File: src/rtl/gc_garble_sequencer.sv
// gc_garble_sequencer
//   Walks a netlist gate by gate for num_cc clock cycles (CCs). Free gates
//   (XOR/XNOR/NOT) only advance gid; every other gate is issued to a pipelined
//   GC engine whose t0/t1 rows return LAT cycles later. A LAT-deep delay line
//   carries {idx,cc} alongside the engine so each returning pair is tagged and
//   pushed into a show-ahead output FIFO. Issue is credit-guarded:
//   fifo_cnt + inflight (minus a same-cycle pop) must stay below FD, so a push
//   can never meet a full FIFO.
//   Optional feature macro: GC_SEQ_PERF_CNT_EN adds stall_cnt / xor_cnt.
//   state_dbg exposes the FSM state (0 IDLE, 1 RUN, 2 DRAIN, 3 DONE).
module gc_garble_sequencer #(
  parameter int S   = 20,
  parameter int K   = 128,
  parameter int LAT = 10,
  parameter int FD  = 16,
  parameter int CCW = 8
) (
  input  logic           clk,
  input  logic           rst,
  input  logic           start,
  input  logic [S-1:0]   num_gates,
  input  logic [CCW-1:0] num_cc,
  output logic           busy,
  output logic           done,
  output logic [S-1:0]   gid,
  input  logic           g_is_xor,
  output logic           eng_issue,
  input  logic [K-1:0]   eng_t0,
  input  logic [K-1:0]   eng_t1,
  output logic           gt_valid,
  input  logic           gt_ready,
  output logic [2*K-1:0] gt_data,
  output logic [S-1:0]   gt_idx,
  output logic [CCW-1:0] gt_cc,
`ifdef GC_SEQ_PERF_CNT_EN
  output logic [31:0]    stall_cnt,
  output logic [S-1:0]   xor_cnt,
`endif
  output logic [1:0]     state_dbg
);

  localparam int FAW = $clog2(FD);
  localparam int EW  = 2*K + S + CCW;

  typedef enum logic [1:0] {
    IDLE  = 2'd0,
    RUN   = 2'd1,
    DRAIN = 2'd2,
    DONE  = 2'd3
  } state_t;

  state_t         state;
  logic [S-1:0]   ng_r;
  logic [S-1:0]   idx;
  logic [CCW-1:0] cc;
  logic [CCW-1:0] last_cc_r;

  logic           dl_valid [LAT];
  logic [S-1:0]   dl_idx   [LAT];
  logic [CCW-1:0] dl_cc    [LAT];

  logic [EW-1:0]  mem [FD];
  logic [FAW-1:0] wr_ptr;
  logic [FAW-1:0] rd_ptr;
  logic [FAW:0]   fifo_cnt;
  logic [EW-1:0]  head;

  logic [31:0]    inflight;
  logic           push;
  logic           pop;
  logic           credit_ok;
  logic           gate_sel;
  logic           advance;
  logic           issue;
  logic           last_gate;
  logic           last_cc;

  // Output handshake: the head entry transfers on a cycle where gt_valid and
  // gt_ready are both high at the rising edge; gt_valid never drops and gt_*
  // never change while an entry is waiting, and gt_ready may toggle freely.

  assign state_dbg = state;

  // Count engine operations in flight (valid slots of the delay line).
  always_comb begin
    inflight = '0;
    for (int i = 0; i < LAT; i++) begin
      inflight = inflight + 32'(dl_valid[i]);
    end
  end

  assign push      = dl_valid[LAT-1];
  assign gt_valid  = (fifo_cnt != '0);
  assign pop       = gt_valid && gt_ready;
  assign credit_ok = (32'(fifo_cnt) + inflight - 32'(pop)) < 32'(FD);
  assign gate_sel  = (state == RUN) && (ng_r != '0);
  assign issue     = gate_sel && !g_is_xor && credit_ok;
  assign advance   = gate_sel && (g_is_xor || credit_ok);
  assign eng_issue = issue;
  assign last_gate = (gid == (ng_r - S'(1)));
  assign last_cc   = (cc == last_cc_r);

  // Run control FSM: gate walk, CC wrap, drain and done pulse.
  always_ff @(posedge clk or posedge rst) begin
    if (rst) begin
      state     <= IDLE;
      busy      <= 1'b0;
      done      <= 1'b0;
      gid       <= '0;
      idx       <= '0;
      cc        <= '0;
      ng_r      <= '0;
      last_cc_r <= '0;
    end else begin
      case (state)
        IDLE: begin
          if (start) begin
            ng_r      <= num_gates;
            last_cc_r <= (num_cc == '0) ? '0 : num_cc - CCW'(1);
            gid       <= '0;
            idx       <= '0;
            cc        <= '0;
            busy      <= 1'b1;
            state     <= RUN;
          end
        end
        RUN: begin
          if (ng_r == '0) begin
            state <= DRAIN;
          end else if (advance) begin
            if (last_gate) begin
              gid <= '0;
              idx <= '0;
              if (last_cc) begin
                cc    <= '0;
                state <= DRAIN;
              end else begin
                cc <= cc + CCW'(1);
              end
            end else begin
              gid <= gid + S'(1);
              if (issue) idx <= idx + S'(1);
            end
          end
        end
        DRAIN: begin
          if (inflight == '0 && fifo_cnt == '0) begin
            busy  <= 1'b0;
            done  <= 1'b1;
            state <= DONE;
          end
        end
        default: begin
          done  <= 1'b0;
          state <= IDLE;
        end
      endcase
    end
  end

  // Delay line tracking the engine pipeline: one {valid,idx,cc} per stage.
  always_ff @(posedge clk or posedge rst) begin
    if (rst) begin
      for (int i = 0; i < LAT; i++) begin
        dl_valid[i] <= 1'b0;
        dl_idx[i]   <= '0;
        dl_cc[i]    <= '0;
      end
    end else begin
      for (int i = LAT - 1; i > 0; i--) begin
        dl_valid[i] <= dl_valid[i-1];
        dl_idx[i]   <= dl_idx[i-1];
        dl_cc[i]    <= dl_cc[i-1];
      end
      dl_valid[0] <= issue;
      dl_idx[0]   <= idx;
      dl_cc[0]    <= cc;
    end
  end

  // FIFO storage; contents need no reset because fifo_cnt gates visibility.
  always_ff @(posedge clk) begin
    if (push) mem[wr_ptr] <= {eng_t1, eng_t0, dl_idx[LAT-1], dl_cc[LAT-1]};
  end

  // FIFO pointers and occupancy; pointers wrap naturally since FD is 2^n.
  always_ff @(posedge clk or posedge rst) begin
    if (rst) begin
      wr_ptr   <= '0;
      rd_ptr   <= '0;
      fifo_cnt <= '0;
    end else begin
      if (push) wr_ptr <= wr_ptr + FAW'(1);
      if (pop)  rd_ptr <= rd_ptr + FAW'(1);
      case ({push, pop})
        2'b10:   fifo_cnt <= fifo_cnt + (FAW+1)'(1);
        2'b01:   fifo_cnt <= fifo_cnt - (FAW+1)'(1);
        default: fifo_cnt <= fifo_cnt;
      endcase
    end
  end

  assign head    = mem[rd_ptr];
  assign gt_data = gt_valid ? head[EW-1 -: 2*K]   : '0;
  assign gt_idx  = gt_valid ? head[CCW +: S]      : '0;
  assign gt_cc   = gt_valid ? head[CCW-1:0]       : '0;

  // The credit rule must make a push into a full FIFO impossible.
  a_no_overflow: assert property (@(posedge clk) disable iff (rst)
    !(push && !pop && fifo_cnt == (FAW+1)'(FD)));

`ifdef GC_SEQ_PERF_CNT_EN
  // Saturating performance counters, cleared when a run starts.
  always_ff @(posedge clk or posedge rst) begin
    if (rst) begin
      stall_cnt <= '0;
      xor_cnt   <= '0;
    end else if (state == IDLE && start) begin
      stall_cnt <= '0;
      xor_cnt   <= '0;
    end else begin
      if (gate_sel && !g_is_xor && !credit_ok && stall_cnt != '1)
        stall_cnt <= stall_cnt + 32'd1;
      if (gate_sel && g_is_xor && xor_cnt != '1)
        xor_cnt <= xor_cnt + S'(1);
    end
  end
`endif

endmodule

File: config.mk
export PLATFORM = sky130hd
export DESIGN_NAME = gc_garble_sequencer
export DESIGN_NICKNAME = d
export VERILOG_FILES = /design/src/rtl/gc_garble_sequencer.sv
export SDC_FILE = /design/constraint.sdc
export NUM_CORES = 2
export LEC_CHECK = 0
export BUFFER_PORTS_ARGS = -buffer_cell sky130_fd_sc_hd__clkbuf_2
export CAP_MARGIN = 20
export CORE_MARGIN = 8
export CORE_UTILIZATION = 55
export DETAILED_ROUTE_END_ITERATION = 16
export PLACE_DENSITY = 0.77
export SLEW_MARGIN = 20
export SYNTH_ARGS = -nofsm -noshare
export SYNTH_HDL_FRONTEND = slang
export SYNTH_MEMORY_MAX_BITS = 65536
export SYNTH_SLANG_ARGS = --single-unit
File: constraint.sdc
create_clock -name clk -period 20.8 [get_ports clk]
set_input_delay 1.04 -clock clk [delete_from_list [all_inputs] [get_ports clk]]
set_output_delay 1.04 -clock clk [all_outputs]
set_load 0.01 [all_outputs]
==> impl_metrics.toml <==
[power]
p_per_area_nw_per_um2 = 129
p_seq_share_pct = 41.4
combPwrFrac_pct = 27.1
power_mw = 27.0
ir_worst_vdd_mv = 0.110
internal_power_mw = 19.4
p_switching_mw = 7.60
cellLeakagePower_nw = 68.5
switching_share_pct = 28.1
p_clk_share_pct = 31.5

[critical_path]
end_kind = "output pin"
startpoint_type = "flop"
cp.required_ns = 19.76
worstPathArrival_ns = 7.53
cp_max_fo = 51
crit_type = "reg2out"

[floorplan]
num_io_pins = 599
die_x_um = 596
dieArea_sq_um = 355000
die_y_um = 596
core.rowCount = 212
start_util_pct = 55.3
core_sq_um = 334000

[placement]
dp_hpwl_mm = 205
place_congestion = 0.792
place_inst = 12300
place.port_buffers = 598

[logic_synthesis]
ys.flop_type = "edfxtp_1"
synthMuxAreaShare_pct = 17.5
synthTopCellsByArea = "edfxtp_1, mux4_2, dfrtp_1"
avgSynthCellArea_sq_um = 24.6
synth.distinct_cells = 67
syn_inst = 7517
synth_top_family_by_area = "multiplexers"
yosysTopAreaCell = "edfxtp_1"
yosys_warnings = 0
syn-num-nets = 7842
synth-adder-area-share_pct = 0.272
ys_seq_elements = 4927
ys_async_sr_fraction_pct = 7.77
synth-compound-area-share_pct = 0.267
syn_area_sq_um = 185000
synth_seq_area_share_pct = 79.1
yosys.area_share.simple_pct = 1.63
synth-xor-area-share_pct = 0.417
yosys.area.top_type_share_pct = 73.9
synth_edf_count = 4544

[sta]
rsz0062_at_grt = "false"
timing.setup.tns_ns = 0
fmax_mhz = 117
report.final.slew_viol_count = 0
post-route-period-util_pct = 41.2
hold_viol = 0
finClkSkew_ns = 0.0387
worstMarginPinSlew_ns = 1.27
slew-limit-headroom_pct = 15.3
finalSetupViolations = 0
period_minus_slack_ns = 8.57

[route]
drt-pass1-iter-count = 6
vias_per_cell = 6.39
num_vias = 84300
wl_per_cell_um = 32.6
wl_mm = 431
drc = 0
drtIter0Drc = 10400
ant_nets = 0

[flow_run]
drv_cap = 0

[layout]
fill_cells = 21200
layout-area-overhead-vs-synth_pct = 13.1
fin_cells = 13200
layout.nets = 8677
drive_above_1_share_pct = 33.1

[grt]
grt_overflow = 0
grt_pass1_vias = 88900
grt_max_degree = 177
grt_pass1_wl_mm = 623
grt_antenna_before_repair = 93
grt_use_total_pct = 24.0

[clock_tree]
cts_inserted_buffers = 466
h-tree-depth = 5
clockBufferDepth = 4
path_clk_slew_ns = 0.06
cts_setup_buffers = 0
cts_root_buffer = "clkbuf_16"
cts_sinks = 4927
insertion_delay_ns = 0.96
hold_buffers = 0
cts_tree = "yes"
post_cts_resized = 0

[min_path]
hold_path_class = "in2async"

[outcome]
outcome = "complete, no violations"
-- sequential cells by signal (all words and copies together), names as in the netlist, 9 cells and up --
signal	flops
dl_idx	200
dl_cc	80
gid	20
idx	20
ng_r	20
dl_valid	9
mem	4544
-- kinds of logic after synthesis --
kind of cell | count (synthesis)
compound gates | 69
xor+xnor | 88
fa+ha+maj | 36
buf+inv | 422
flops | 4927
mux | 1447
simple gates | 528
-- synthesized netlist by cell type (3+ instances only) --
cell / n
inv_1: 50
clkbuf_1: 246
a21o_1: 6
mux2_2: 24
o22ai_1: 3
xor2_1: 44
edfxtp_1: 4544
nand2b_1: 6
and2_1: 286
a21oi_1: 7
or3_1: 8
o41ai_1: 3
a22o_1: 5
or4_1: 4
nand3b_1: 3
ha_1: 29
nand3_1: 31
nand2_1: 46
nor3_1: 20
dfrtp_1: 383
o21ai_0: 21
mux4_2: 1420
buf_2: 4
nor3b_1: 3
mux2i_1: 3
buf_1: 117
nand4_1: 11
and3_1: 11
and4_1: 3
nor2_1: 74
fa_1: 7
nor4_1: 6
xnor2_1: 44
-- through the flow --
step           instance area [sq um]  utilization, %  hold WS [ns]  setup slack (ns)
5_1_grt                       209000            62.5         0.241             11.43
3_3_place_gp                  193000            57.9         0.331             12.95
3_5_place_dp                  193000            57.9         0.335             12.88
4_1_cts                       209000            62.5         0.197             11.77
6_report                      209000            62.6         0.308             12.23
2_1_floorplan                 185000               -         0.331              7.27
-- worst max-delay path: stages, from the launching register on --
cell	delay, ns
dfrtp_4	0.98
buf_4	0.73
buf_4	0.73
buf_4	0.70
buf_4	0.85
buf_4	0.91
mux4_2	0.62
mux4_2	0.49
and2_1	0.21
clkbuf_2	0.15
-- path summary, 6_finish.rpt --
check                                 startpoint               endpoint  slack (ns)  depth (start not counted)
max                        rd_ptr[0]$_DFFE_PP0P_           gt_data[154]       12.23                          9
min                                          rst       done$_DFFE_PP0P_        0.31                          2
min reg2reg                dl_idx[152]$_DFF_PP0_  dl_idx[132]$_DFF_PP0_        0.33                          0
max in group asynchronous                    rst    dl_cc[55]$_DFF_PP0_       18.25                          4
max reg2reg                dl_valid[6]$_DFF_PP0_    gid[14]$_DFFE_PP0P_       14.91                         20
min in group clk                    num_gates[4]    ng_r[4]$_DFFE_PP0P_        0.31                          2
-- layout make-up --
class / instances / area [sq um] / area share (%)
multi-input cells: 2168 / 37200 / 17.8
clock buffers: 591 / 12300 / 5.89
inverters: 50 / 195 / 0.0934
flip-flops and latches: 4927 / 146000 / 69.9
repair buffers: 739 / 4470 / 2.14
clock inverters: 277 / 3070 / 1.47
well taps: 4387 / 5490 / 2.63
diodes: 57 / 143 / 0.0683
-- cell usage in the layout (no fill, tap or decap), types with 29 or more instances in the layout --
cell type | synthesis | final
edfxtp_1 | 4544 | 4544
mux4_2 | 1420 | 1420
clkbuf_2 | 1 | 598
clkbuf_16 | 0 | 468
dfrtp_1 | 383 | 379
and2_1 | 286 | 286
clkbuf_1 | 246 | 109
buf_4 | 2 | 107
clkinv_2 | 0 | 85
clkinv_1 | 0 | 81
nor2_1 | 74 | 62
diode_2 | 0 | 57
bufinv_16 | 0 | 56
inv_1 | 50 | 49
nand2_1 | 46 | 45
xnor2_1 | 44 | 44
xor2_1 | 44 | 44
nand3_1 | 31 | 30
ha_1 | 29 | 29
-- routing by layer --
metal | track usage (%) | wire [um] | vias up | part of all wire [%]
met3 | 4.65 | 39000 | 780 | 9.1
met5 | 0 | 268 | - | 0.062
met4 | 8.14 | 14300 | 42 | 3.3
met2 | 40.3 | 219000 | 4548 | 51
met1 | 31.9 | 158000 | 45200 | 37
li1 | - | - | 33700 | -
-- power groups by stage --
stage / Clock (mW) / Combinational, mW / Sequential (mW)
after global placement: 0 / 7.23 / 11.4
after detailed placement: 0 / 7.33 / 11.4
final: 8.53 / 7.33 / 11.2
after CTS: 8.65 / 7.43 / 11.2
after global routing: 8.99 / 7.78 / 11.2
after floorplan: 0 / 5.05 / 11.3
(Power assumes the default switching activity.)
